### config.mk
export PLATFORM = sky130hd
export DESIGN_NAME = uart_rx
export DESIGN_NICKNAME = d
export VERILOG_FILES = /design/src/rtl/uart_pkg.sv /design/src/rtl/uart_sync2.sv /design/src/rtl/uart_rx.sv
export SDC_FILE = /design/constraint.sdc
export NUM_CORES = 1
export LEC_CHECK = 0
export BUFFER_PORTS_ARGS = -buffer_cell sky130_fd_sc_hd__buf_2
export CAP_MARGIN = 20
export CORE_UTILIZATION = 38
export DETAILED_ROUTE_END_ITERATION = 6
export GPL_TIMING_DRIVEN = 0
export PLACE_DENSITY = 0.63
export REMOVE_ABC_BUFFERS = 1
export SLEW_MARGIN = 20
export SYNTH_ARGS = -nofsm -noshare
export SYNTH_HDL_FRONTEND = slang
export SYNTH_SLANG_ARGS = --single-unit
### constraint.sdc
create_clock -name clk -period 2.5 [get_ports clk]
set_input_delay 0.125 -clock clk [delete_from_list [all_inputs] [get_ports clk]]
set_output_delay 0.125 -clock clk [all_outputs]
set_load 0.1 [all_outputs]
### src/rtl/uart_pkg.sv
// Shared UART definitions: FSM state encoding and default framing constants.
package uart_pkg;

    localparam int unsigned DEFAULT_CLKS_PER_BIT = 868;
    localparam int unsigned DATA_BITS            = 8;

    typedef enum logic [2:0] {
        StIdle,
        StStart,
        StData,
        StParity,
        StStop,
        StWaitHigh
    } uart_state_e;

endpackage

### src/rtl/uart_sync2.sv
// Two-flop synchronizer for a single asynchronous input; both flops reset to 1 (idle line).
module uart_sync2 (
    input  logic clk,
    input  logic rst_n,
    input  logic d,
    output logic q
);

    logic meta_q;
    logic sync_q;

    always_ff @(posedge clk or negedge rst_n) begin
        if (!rst_n) begin
            meta_q <= 1'b1;
            sync_q <= 1'b1;
        end else begin
            meta_q <= d;
            sync_q <= meta_q;
        end
    end

    assign q = sync_q;

endmodule

### src/rtl/uart_rx.sv
// UART receiver, 8 data bits LSB first, one stop bit.
// Define UART_RX_PARITY_EN to expect an even-parity bit between data and stop.
module uart_rx
    import uart_pkg::*;
#(
    parameter int unsigned CLKS_PER_BIT = DEFAULT_CLKS_PER_BIT
) (
    input  logic                 clk,
    input  logic                 rst_n,
    input  logic                 rx_data,
    output logic [DATA_BITS-1:0] dout,
    output logic                 rx_done,
    output logic                 frame_err,
    output logic                 parity_err,
    output logic                 busy
);

    localparam int unsigned CntW = (CLKS_PER_BIT > 1) ? $clog2(CLKS_PER_BIT) : 1;
    localparam int unsigned IdxW = $clog2(DATA_BITS);

    localparam logic [CntW-1:0] BitLast  = CntW'(CLKS_PER_BIT - 1);
    localparam logic [CntW-1:0] HalfLast = CntW'(CLKS_PER_BIT / 2 - 1);
    localparam logic [IdxW-1:0] IdxLast  = IdxW'(DATA_BITS - 1);

    uart_state_e          state_q, state_d;
    logic [CntW-1:0]      cnt_q, cnt_d;
    logic [IdxW-1:0]      idx_q, idx_d;
    logic [DATA_BITS-1:0] shreg_q, shreg_d;
    logic [DATA_BITS-1:0] dout_q, dout_d;
    logic                 done_q, done_d;
    logic                 ferr_q, ferr_d;
    logic                 rx_s;
    logic                 par_ok;

    uart_sync2 u_sync (
        .clk   (clk),
        .rst_n (rst_n),
        .d     (rx_data),
        .q     (rx_s)
    );

`ifdef UART_RX_PARITY_EN
    logic perr_q, perr_d;
    logic pbad_q, pbad_d;

    always_ff @(posedge clk or negedge rst_n) begin
        if (!rst_n) begin
            perr_q <= 1'b0;
            pbad_q <= 1'b0;
        end else begin
            perr_q <= perr_d;
            pbad_q <= pbad_d;
        end
    end

    // A frame that already flagged a parity error reports nothing further.
    assign par_ok     = !pbad_q;
    assign parity_err = perr_q;
`else
    assign par_ok     = 1'b1;
    assign parity_err = 1'b0;
`endif

    always_comb begin
        state_d = state_q;
        cnt_d   = cnt_q;
        idx_d   = idx_q;
        shreg_d = shreg_q;
        dout_d  = dout_q;
        done_d  = 1'b0;
        ferr_d  = 1'b0;
`ifdef UART_RX_PARITY_EN
        perr_d  = 1'b0;
        pbad_d  = pbad_q;
`endif
        unique case (state_q)
            StIdle: begin
                cnt_d = '0;
                idx_d = '0;
`ifdef UART_RX_PARITY_EN
                pbad_d = 1'b0;
`endif
                if (!rx_s) state_d = StStart;
            end
            StStart: begin
                if (cnt_q == HalfLast) begin
                    cnt_d   = '0;
                    // Line back high at mid start bit: treat as a glitch.
                    state_d = rx_s ? StIdle : StData;
                end else begin
                    cnt_d = cnt_q + 1'b1;
                end
            end
            StData: begin
                if (cnt_q == BitLast) begin
                    cnt_d          = '0;
                    shreg_d[idx_q] = rx_s;
                    if (idx_q == IdxLast) begin
`ifdef UART_RX_PARITY_EN
                        state_d = StParity;
`else
                        state_d = StStop;
`endif
                    end else begin
                        idx_d = idx_q + 1'b1;
                    end
                end else begin
                    cnt_d = cnt_q + 1'b1;
                end
            end
`ifdef UART_RX_PARITY_EN
            StParity: begin
                if (cnt_q == BitLast) begin
                    cnt_d   = '0;
                    state_d = StStop;
                    if (rx_s != ^shreg_q) begin
                        perr_d = 1'b1;
                        pbad_d = 1'b1;
                    end
                end else begin
                    cnt_d = cnt_q + 1'b1;
                end
            end
`endif
            StStop: begin
                if (cnt_q == BitLast) begin
                    cnt_d = '0;
                    if (rx_s) begin
                        state_d = StIdle;
                        if (par_ok) begin
                            dout_d = shreg_q;
                            done_d = 1'b1;
                        end
                    end else begin
                        state_d = StWaitHigh;
                        ferr_d  = par_ok;
                    end
                end else begin
                    cnt_d = cnt_q + 1'b1;
                end
            end
            StWaitHigh: begin
                if (rx_s) state_d = StIdle;
            end
            default: begin
                state_d = StIdle;
                cnt_d   = '0;
            end
        endcase
    end

    always_ff @(posedge clk or negedge rst_n) begin
        if (!rst_n) begin
            state_q <= StIdle;
            cnt_q   <= '0;
            idx_q   <= '0;
            shreg_q <= '0;
            dout_q  <= '0;
            done_q  <= 1'b0;
            ferr_q  <= 1'b0;
        end else begin
            state_q <= state_d;
            cnt_q   <= cnt_d;
            idx_q   <= idx_d;
            shreg_q <= shreg_d;
            dout_q  <= dout_d;
            done_q  <= done_d;
            ferr_q  <= ferr_d;
        end
    end

    assign dout      = dout_q;
    assign rx_done   = done_q;
    assign frame_err = ferr_q;
    assign busy      = (state_q != StIdle);

endmodule

[Word level (Yosys, flattened, before mapping)]
Cells that the tools add are included.
Word-level totals
  bits in registers: 36
  output and inout bits: 12
  logic and storage cells: 60
Cells by class
  magnitude comparators: 2
  equal/unequal tests: 14
  add/subtract/negate cells: 2
  reduce and logical (&&, ||, !) cells: 9
  muxes and demuxes: 24
Operator list (count)
  $pmux W10 S3: 1
  $mux W3: 9
  $mux W10: 2
  $pmux W3 S5: 1
  $ne A2 B2 Y1 const B: 6
  $add A10 B1 Y10 const B: 1
  $eq A10 B10 Y1 const B: 1
  $eq A10 B9 Y1 const B: 1
  $eq A3 B3 Y1 const B: 3
  $bwmux W8: 1
  $mux W1: 7
  $pmux W3 S2: 1
  $reduce_and A3 Y1: 2
  $reduce_and A6 Y1: 1
  $lt A3 B4 Y1 const B: 1
  $add A3 B1 Y3 const B: 1
  $demux W1 S3: 1
  $eq A3 B1 Y1 const B: 1
  $eq A3 B2 Y1 const B: 1
  $ge A3 B1 Y1 const B: 1
  $logic_not A3 Y1: 1
  $reduce_bool A3 Y1: 1
  $mux W2: 1
  $ne A2 B1 Y1 const B: 1
  other kinds (4): 4

[Depth between registers and ports, before layout]
  depth after elaboration: 5
  gate-level depth with buffers: 6
  gate-level depth less buffers: 6

[Hierarchy]
A second synthesis with hierarchy kept.
Second synthesis, totals
  cells, all modules: 157
  area total of the unflattened synthesis: 1798.0 um^2
Modules (own cells, without submodules)
  uart_rx: instances 1, cells each 155, sequential area each 850.8 um^2, area each 1745.4 um^2
  uart_sync2: instances 1, cells each 2, sequential area each 52.6 um^2, area each 52.6 um^2

[Worst setup path after synthesis]
No wires, ideal clock.
  path kind: register to register
  start: register cnt_q[0]
  end: register idx_q[0]
  stages on the path, launching flop included: 6
  slack: 0.470 ns
  path buffers: 0
  data required time: 2.379 ns
  data arrival time: 1.909 ns
  clock period less this slack: 2.030 ns
  path through: dfrtp_1 ha_1 or4bb_1 nor4_4 mux2_2 a22o_1
Between the ends
  word-level cells in the longest chain between the ends: 3
RTL lines
  from (decl): line uart_rx.sv:26  | logic [CntW-1:0] cnt_q, cnt_d;
  from (signal assigned): line uart_rx.sv:163  | cnt_q <= cnt_d;
  $eq A10 B10 Y1: line uart_rx.sv:95  | if (cnt_q == BitLast) begin
  $ne A2 B2 Y1 (no line)
  $reduce_and A3 Y1 (no line)
  to (signal assigned): line uart_rx.sv:164  | idx_q <= idx_d;
  to (decl): line uart_rx.sv:27  | logic [IdxW-1:0] idx_q, idx_d;
Every way passes these cells.
A chain may end at the register's enable or synchronous reset.

[Worst setup path in the final report]
  start: register cnt_q[0]
  end: register dout_q[7], in the netlist dout[7]
Between the ends
  word-level cells in the longest chain between the ends: 2
RTL lines
  $eq A10 B10 Y1: line uart_rx.sv:126  | if (cnt_q == BitLast) begin
  $reduce_and A3 Y1 (no line)
  to (signal assigned): line uart_rx.sv:166  | dout_q <= dout_d;
  to (decl): line uart_rx.sv:29  | logic [DATA_BITS-1:0] dout_q, dout_d;
Every way passes these cells.

==> results.sh <==
export IMPL_synthCells=178
export IMPL_max_freq_mhz=437
export IMPL_relSlewSlack=0.465
export IMPL_synth_edf_count=0
export IMPL_final_max_slew_violation_count=0
export IMPL_status="finished clean"
export IMPL_drt_iter0_drc=73
export IMPL_critPathBufInv=0
export IMPL_clk_latency_ns=0.29
export IMPL_path_cells="ha_1 > and4bb_2 > nand3_2 > or3b_1 > mux2_4"
export IMPL_ir_drop_mv=0.274
export IMPL_async_reset_ff_frac=1.00
export IMPL_worst_slew_pin_slew_ns=0.802
export IMPL_grt_first_pass_wirelength_mm=5.86
export IMPL_rows=25
export IMPL_ctsLongestPathBuffers=2
export IMPL_grtUsageTotal=0.145
export IMPL_vias=1401
export IMPL_cts_sinks=36
export IMPL_leakage_nw=0.963
export IMPL_port_buffers=13
export IMPL_start_util=0.403
export IMPL_syn_avg_cell_area_um2=10.9
export IMPL_avgRoutedWirePerCell_um=13.4
export IMPL_nFillCells=483
export IMPL_vias_per_cell=5.41
export IMPL_fp_dieArea_mm2=0.00540
export IMPL_yosys_register_bits=36
export IMPL_ctsHoldBuffers=2
export IMPL_antenna_found_initial=0
export IMPL_path_class="register to register"
export IMPL_final_hold_violation_count=0
export IMPL_cts_buffers=5
export IMPL_cpPeakStageDelay_ns=0.64
export IMPL_cp_end_kind="register"
export IMPL_hp_class="register to register"
export IMPL_setup_viol=0
export IMPL_finalCritPeriodShare=0.915
export IMPL_setup_tns_ns=0
export IMPL_syn_area_mm2=0.00194
export IMPL_cts_root_buf="clkbuf_8"
export IMPL_io_pins=15
export IMPL_post_dp_hpwl_mm=2.36
export IMPL_cts_resized=0
export IMPL_clock_skew_ns=0.00315
export IMPL_whs_ns=0.357
export IMPL_grt_max_degree=37
export IMPL_cp_start_kind="register"
export IMPL_gp_congestion=0.794
export IMPL_cts_setup_buffers=0
export IMPL_diodes=0
export IMPL_rsz0062_at_grt="false"
export IMPL_firstDrtPassIters=4
export IMPL_clk_pin_slew_worst_paths_ns=0.08
export IMPL_worst_slack_ns=0.211
export IMPL_maxCapViolCount=0
export IMPL_nets=198
export IMPL_antenna_left=0
export IMPL_cts_tree="done"
export IMPL_multi_input_area_um2=965
export IMPL_cts_htree_levels=2
export IMPL_yosysSeqAreaShare=0.465
export IMPL_p_per_area_mw_per_mm2=476
export IMPL_post_route_min_period_ns=2.29
export IMPL_worstPathArrival_ns=2.47
export IMPL_crit_family="simple AND/OR/NAND/NOR gates"
export IMPL_core_area_mm2=0.00482
export IMPL_place_ws_ns=0.210
export IMPL_syn_to_final_growth_pct=10.7
export IMPL_cp_required_ns=2.68
export IMPL_placedCellCount=249
export IMPL_drc=0
export IMPL_die_h_um=73.5
export IMPL_fp_dieW_um=73.5
export IMPL_worstPathMaxFanout=9
export IMPL_stdcell_count=259
export IMPL_synthFlopType="dfrtp_1"
export IMPL_synth_warnings=0
export IMPL_drive_gt1_frac=0.255
export IMPL_wirelength_mm=3.48
export IMPL_gr_total_overflow=0
export IMPL_ys_types=45
export IMPL_regArea_um2=903
export IMPL_grt_pass1_vias=1220
export IMPL_slowest_stage="or3b_1"
-- kinds of logic after synthesis --
logic type,after synthesis,share of synthesized area
mux,19,0.124
xor+xnor,1,0.00451
compound gates,35,0.130
simple gates,66,0.210
flops,36,0.465
fa+ha+maj,4,0.0258
other cells,1,0.00193
buf+inv,16,0.0386
-- stage by stage --
| stage | total power (W) | util | area (um2) |
|---|---|---|---|
| after detailed placement | 0.000621 | 0.424 | 2040 |
| after floorplan | 0.000606 | - | 1890 |
| after global placement | 0.000621 | 0.424 | 2040 |
| final | 0.00102 | 0.446 | 2150 |
| after global routing | 0.00107 | 0.446 | 2150 |
| after CTS | 0.00104 | 0.446 | 2150 |
-- state kept, by name, indices dropped and copies added (netlist names) --
register	count
cnt_q	10
dout	8
frame_err	1
idx_q	3
rx_done	1
shreg_q	8
state_q	3
u_sync.meta_q	1
u_sync.q	1
-- cells in the final DEF (no fill, tap or decap), types with 7 or more instances in the layout --
master	netlist	layout
dfrtp_1	34	34
o21ai_0	14	14
inv_1	7	7
mux2_2	9	9
nand2_1	16	16
mux2_4	8	8
nor4_1	8	8
nor2_1	7	7
buf_2	0	13
-- final cells by class --
cell class / count / area share
flip-flops and latches: 36 / 0.420
well taps: 67 / 0.0390
clock inverters: 3 / 0.00873
multi-input cells: 126 / 0.449
inverters: 7 / 0.0122
repair buffers: 15 / 0.0396
clock buffers: 5 / 0.0320
-- worst paths after layout --
path	to	slack (ns)	cells past startpoint	from
min in group asynchronous	dout[0]$_DFFE_PN0P_	0.46	2	rst_n
max	dout[7]$_DFFE_PN0P_	0.21	5	cnt_q[0]$_DFFE_PN0P_
min	u_sync.q$_DFF_PN1_	0.36	0	u_sync.meta_q$_DFF_PN1_
max in group asynchronous	cnt_q[1]$_DFFE_PN0P_	1.54	2	rst_n
min reg2reg	u_sync.q$_DFF_PN1_	0.36	0	u_sync.meta_q$_DFF_PN1_
max reg2reg	dout[7]$_DFFE_PN0P_	0.21	5	cnt_q[0]$_DFFE_PN0P_
-- where the power goes --
part / internal [W] / total [W] / switching [W]
registers: 0.000585 / 0.000588 / 0.00000308
logic: 0.00000433 / 0.0000226 / 0.0000183
clock network: 0.000194 / 0.000414 / 0.000219
total: 0.000783 / 0.00102 / 0.000241
-- cells in the mapped netlist (all sizes together), types with 3 or more instances --
cell type,instances,area share
dfrtp,34,0.44
mux2,17,0.11
nand2,16,0.031
o21ai,14,0.036
nor4,9,0.037
inv,7,0.014
nor2,7,0.014
clkbuf,6,0.012
nand4,6,0.019
o211ai,6,0.023
nand3,5,0.015
ha,4,0.026
nor3,4,0.010
a22o,3,0.014
buf,3,0.014
nand2b,3,0.0097
o21bai,3,0.012
or3b,3,0.014
-- per-layer routing --
layer	wire, um	vias up	GRT usage
met1	1730	689	0.196
li1	-	679	-
met5	0	-	0
met2	1550	26	0.218
met3	140	7	0.0370
met4	61	0	0.0641
No activity file was read; power rests on OpenSTA's default activity.
